[src/rtl/forward_unit_pkg.sv]
// Shared types for the decode-stage forwarding producer: register/word widths,
// the forwarding bundle seen by the operand selector, and one shadow-pipeline slot.
package forward_unit_pkg;

  localparam int unsigned XLEN   = 32;
  localparam int unsigned REG_AW = 5;

  typedef logic [REG_AW-1:0] creg_addr_t;
  typedef logic [XLEN-1:0]   word_t;

  typedef struct packed {
    creg_addr_t waE;
    logic       regwriteE;
    word_t      resultE;
    creg_addr_t waM;
    logic       regwriteM;
    word_t      resultM;
    creg_addr_t waW;
    logic       regwriteW;
    word_t      resultW;
  } forward_data_t;

  typedef struct packed {
    logic       valid;
    creg_addr_t wa;
    logic       regwrite;
    logic       is_load;
  } fwd_slot_t;

  localparam fwd_slot_t SLOT_EMPTY = '0;

  // x0 is hardwired, so a write to it must never be advertised as a forward source.
  function automatic fwd_slot_t slot_sanitize(input fwd_slot_t s);
    fwd_slot_t r;
    r          = s;
    r.regwrite = s.regwrite & (s.wa != '0);
    return r;
  endfunction

endpackage

[src/rtl/fwd_slot.sv]
// One shadow-pipeline slot: clears on reset, loads a sanitized entry when
// load_i is high, otherwise holds.
module fwd_slot
  import forward_unit_pkg::*;
(
  input  logic      clk_i,
  input  logic      reset_i,
  input  logic      load_i,
  input  fwd_slot_t slot_i,
  output fwd_slot_t slot_o
);

  fwd_slot_t slot_q, slot_d;

  always_comb begin
    slot_d = slot_q;
    if (load_i) slot_d = slot_sanitize(slot_i);
  end

  always_ff @(posedge clk_i) begin
    if (reset_i) slot_q <= SLOT_EMPTY;
    else         slot_q <= slot_d;
  end

  assign slot_o = slot_q;

endmodule

[src/rtl/forward_unit.sv]
// Producer side of decode-stage forwarding: shadows dest/regwrite/load of the
// E, M and W stages, builds the forwarding bundle, and raises load-use stalls.
module forward_unit
  import forward_unit_pkg::*;
(
  input  logic          clk,
  input  logic          reset,
  input  logic          d_valid,
  input  creg_addr_t    d_wa,
  input  logic          d_regwrite,
  input  logic          d_is_load,
  input  creg_addr_t    d_ra1,
  input  creg_addr_t    d_ra2,
  input  logic          d_uses1,
  input  logic          d_uses2,
  input  logic          flush,
  input  logic          m_busy,
  input  word_t         resultE,
  input  word_t         resultM,
  input  word_t         resultW,
  output forward_data_t forward,
  output logic          stall_d,
  output logic          bubble_e
);

  fwd_slot_t slot_e, slot_m, slot_w;
  fwd_slot_t e_in;
  logic      advance;
  logic      hit1, hit2, lu;

  assign advance = ~m_busy;

  fwd_slot u_slot_e (.clk_i(clk), .reset_i(reset), .load_i(advance), .slot_i(e_in),   .slot_o(slot_e));
  fwd_slot u_slot_m (.clk_i(clk), .reset_i(reset), .load_i(advance), .slot_i(slot_e), .slot_o(slot_m));
  fwd_slot u_slot_w (.clk_i(clk), .reset_i(reset), .load_i(advance), .slot_i(slot_m), .slot_o(slot_w));

  // A load in E only has its address; a dependent decode op must wait one cycle.
  assign hit1 = d_uses1 & (d_ra1 == slot_e.wa);
  assign hit2 = d_uses2 & (d_ra2 == slot_e.wa);
  assign lu   = d_valid & slot_e.valid & slot_e.is_load & slot_e.regwrite & (hit1 | hit2);

  // Reset gating keeps stale slot contents from leaking during the reset cycle.
  assign stall_d  = ~reset & (m_busy | lu);
  assign bubble_e = reset | (~m_busy & (lu | flush | ~d_valid));

  always_comb begin
    e_in = SLOT_EMPTY;
    if (!bubble_e) begin
      e_in.valid    = d_valid;
      e_in.wa       = d_wa;
      e_in.regwrite = d_regwrite;
      e_in.is_load  = d_is_load;
    end
  end

  always_comb begin
    forward           = '0;
    forward.resultE   = resultE;
    forward.resultM   = resultM;
    forward.resultW   = resultW;
    if (!reset) begin
      forward.waE       = slot_e.wa;
      forward.regwriteE = slot_e.valid & slot_e.regwrite & ~slot_e.is_load;
      forward.waM       = slot_m.wa;
      forward.regwriteM = slot_m.valid & slot_m.regwrite;
      forward.waW       = slot_w.wa;
      forward.regwriteW = slot_w.valid & slot_w.regwrite;
    end
  end

endmodule

[config.mk]
export PLATFORM = sky130hd
export DESIGN_NAME = forward_unit
export DESIGN_NICKNAME = d
export VERILOG_FILES = /design/src/rtl/forward_unit_pkg.sv /design/src/rtl/fwd_slot.sv /design/src/rtl/forward_unit.sv
export SDC_FILE = /design/constraint.sdc
export NUM_CORES = 1
export LEC_CHECK = 0
export ABC_AREA = 1
export BUFFER_PORTS_ARGS = -buffer_cell sky130_fd_sc_hd__buf_2
export CORE_MARGIN = 5
export CORE_UTILIZATION = 28
export CTS_CLUSTER_SIZE = 30
export DETAILED_ROUTE_END_ITERATION = 8
export PLACE_DENSITY = 0.68
export SLEW_MARGIN = 20
export SYNTH_ARGS = -nofsm -noshare
export SYNTH_HDL_FRONTEND = slang
export SYNTH_HIERARCHICAL = 1
export SYNTH_SLANG_ARGS = --single-unit
[constraint.sdc]
create_clock -name clk -period 3 [get_ports clk]
set_input_delay 0.3 -clock clk [delete_from_list [all_inputs] [get_ports clk]]
set_output_delay 0.3 -clock clk [all_outputs]
set_load 0.05 [all_outputs]
==> metrics.txt <==
unrepaired setup endpoints after global routing false; die area 9160 µm²; Top-Level Pins 236; initial core utilization 28.51%; hold_sp d_wa[2]; layout cells sized above 1 21.09%; largest net degree at the start of global routing 27; root buf cell clkbuf_8; Net Count, Synth 448; sw frac 29.65%; Crit Path Class reg2out; Gate Count Post-Synth 328; Crit Path Max Fanout 9; Sink Count 22; DIE WIDTH 95.71 µm; P_sw 228.5 µW; cts hold-fix bufs 0; dpl cells 370; nature of the critical path startpoint register; FF-to-FF End u_slot_e/slot_o[1]; final setup vio count 0; half-perimeter wire length after placement 4.087 mm; Tightest Hold Check Type in2reg; GRT Overall Usage 9.889%; Clk Latency, worst-skew pair 0.26 ns; Req. time, crit path 2.70 ns; Worst Reg-to-Reg Cells 15; Num CTS Buffers 3; Avg Vias per Cell 4.134; Met2 Wirelength 2.370 mm; drt wl/cell 13.27 µm; top layer in use met4; Clock Skew 0.003994 ns; Flop pwr share 42.4%; Via Count 1546; Crit. End Element output pin; Comb pwr share 21.7%; gr ovfl total 0; Detailed Route WL 4.962 mm; MaxCap Viol Count 0; site row count 31; final setup TNS 0 ns; final RePlAce weighted congestion 0.8402; Synth Cell Area 2057 µm²; final hold vios 0; Antenna Nets Post-Route 0; Worst VDD drop 0.0001450 V; min Tclk post-route 2.044 ns; height of the die 95.71 µm; total power 770.6 µW; Power Density 450.2 nW/µm²; DR WL met3 648 µm; clk buf depth 2; TritonRoute pass-1 iters 4; period utilisation layout 68.14%; r2r setup slk 1.33 ns; leakage 0.9329 nW; area growth from synthesis to layout -16.79%; status completed; Worst R2R Start u_slot_e/slot_o[3]; setup bufs post-CTS 0; Setup crit start u_slot_e/slot_o[3]; DRC Markers 0; Clk pwr share 35.9%; Worst setup endpoint bubble_e; maximum clock frequency 489.2 MHz; Max Slew Vio Count 0; global-route wire length before repair 7.051 mm; core area 7214 µm²; Port Buffers 43; PostCTS Resize Cnt 0; number of nets in the layout 396; Post-Syn Area per Cell 6.271 µm²; DR iter-0 viols 92; Worst-Margin Slew 0.5605 ns; antenna cell count 0; CTS H-Tree Depth 1; Synthesis Warnings 6; Met1 Wirelength 1.716 mm; Worst EP arrival 1.74 ns; Clk pin slew, worst setup/hold paths 0.08 ns; Max-slew headroom 62.63%; internal power 542.1 µW; vias in the first global route 1462; Final Non-Filler Cells 374; antenna violations before repair 0; CTS tree done
## per-stage QoR
stage / utilization [%] / area [µm²] / hold slack, ns / worst slack, ns
after floorplan: - / 2057 / 0.4528 / 1.111
after global placement: 22.74 / 1640 / 0.4697 / 1.246
after detailed placement: 22.74 / 1640 / 0.4760 / 1.222
after CTS: 23.73 / 1712 / 0.3752 / 0.9276
after global routing: 23.73 / 1712 / 0.4176 / 0.7430
final: 23.73 / 1712 / 0.3789 / 0.9558
## power groups by stage
| stage | Clock, mW | Sequential [mW] | Combinational [mW] |
|---|---|---|---|
| 2_1_floorplan | 0 | 0.329 | 0.472 |
| 3_3_place_gp | 0 | 0.333 | 0.166 |
| 3_5_place_dp | 0 | 0.334 | 0.168 |
| 4_1_cts | 0.281 | 0.327 | 0.168 |
| 5_1_grt | 0.290 | 0.330 | 0.188 |
| 6_report | 0.277 | 0.327 | 0.167 |
## critical path, cell delays in order, from the launching register on
cell and delay, ns:
dfxtp_1 0.45, inv_2 0.06, nand2_1 0.06, nand2_1 0.05, nor2_1 0.10, nand3_1 0.08
nand2_1 0.09, nand2_1 0.07, nand2_1 0.07, nand2_2 0.06, nand2_4 0.11, buf_2 0.27
## flip-flops by register name, summed over array words and instances, names as in the netlist
| name | flops |
|---|---|
| u_slot_e/slot_o | 8 |
| u_slot_m/slot_o | 7 |
| u_slot_w/slot_o | 7 |
## how the worst min path moves through the flow
stage	end	slack, ns	cells after the start
CTS	u_slot_e/slot_o[4]	0.38	5
global route	u_slot_e/slot_o[0]	0.42	5
detailed placement	u_slot_w/slot_o[7]	0.48	2
floorplan	u_slot_w/slot_o[2]	0.45	2
global placement	u_slot_w/slot_o[5]	0.47	2
finish	u_slot_e/slot_o[4]	0.38	5
## area by class of cell
cell class | instances | area (µm²)
inverters | 48 | 195.2
clock buffers | 3 | 41.29
fillers | 844 | 5503
clock inverters | 1 | 30.03
repair buffers | 44 | 222.7
flip-flops and latches | 22 | 440.4
well taps | 99 | 123.9
multi-input cells | 157 | 658.1
## metal layers
layer	global-route usage (%)	vias up
met5	0	-
met2	17.14	87
li1	-	767
met4	5.569	0
met3	4.066	26
met1	10.00	666
## placed cells by master (no fill, tap or decap)
cell and count:
dfxtp_1 22, a21oi_1 4, nand2_1 44, inv_2 2
nand2_4 4, inv_1 43, clkinv_4 3, nand2_2 1
nor2_1 79, buf_4 1, clkbuf_8 3, buf_2 43
o21ai_1 19, nand3_1 5, bufinv_16 1, nor3_1 1
(Power assumes the default switching activity.)
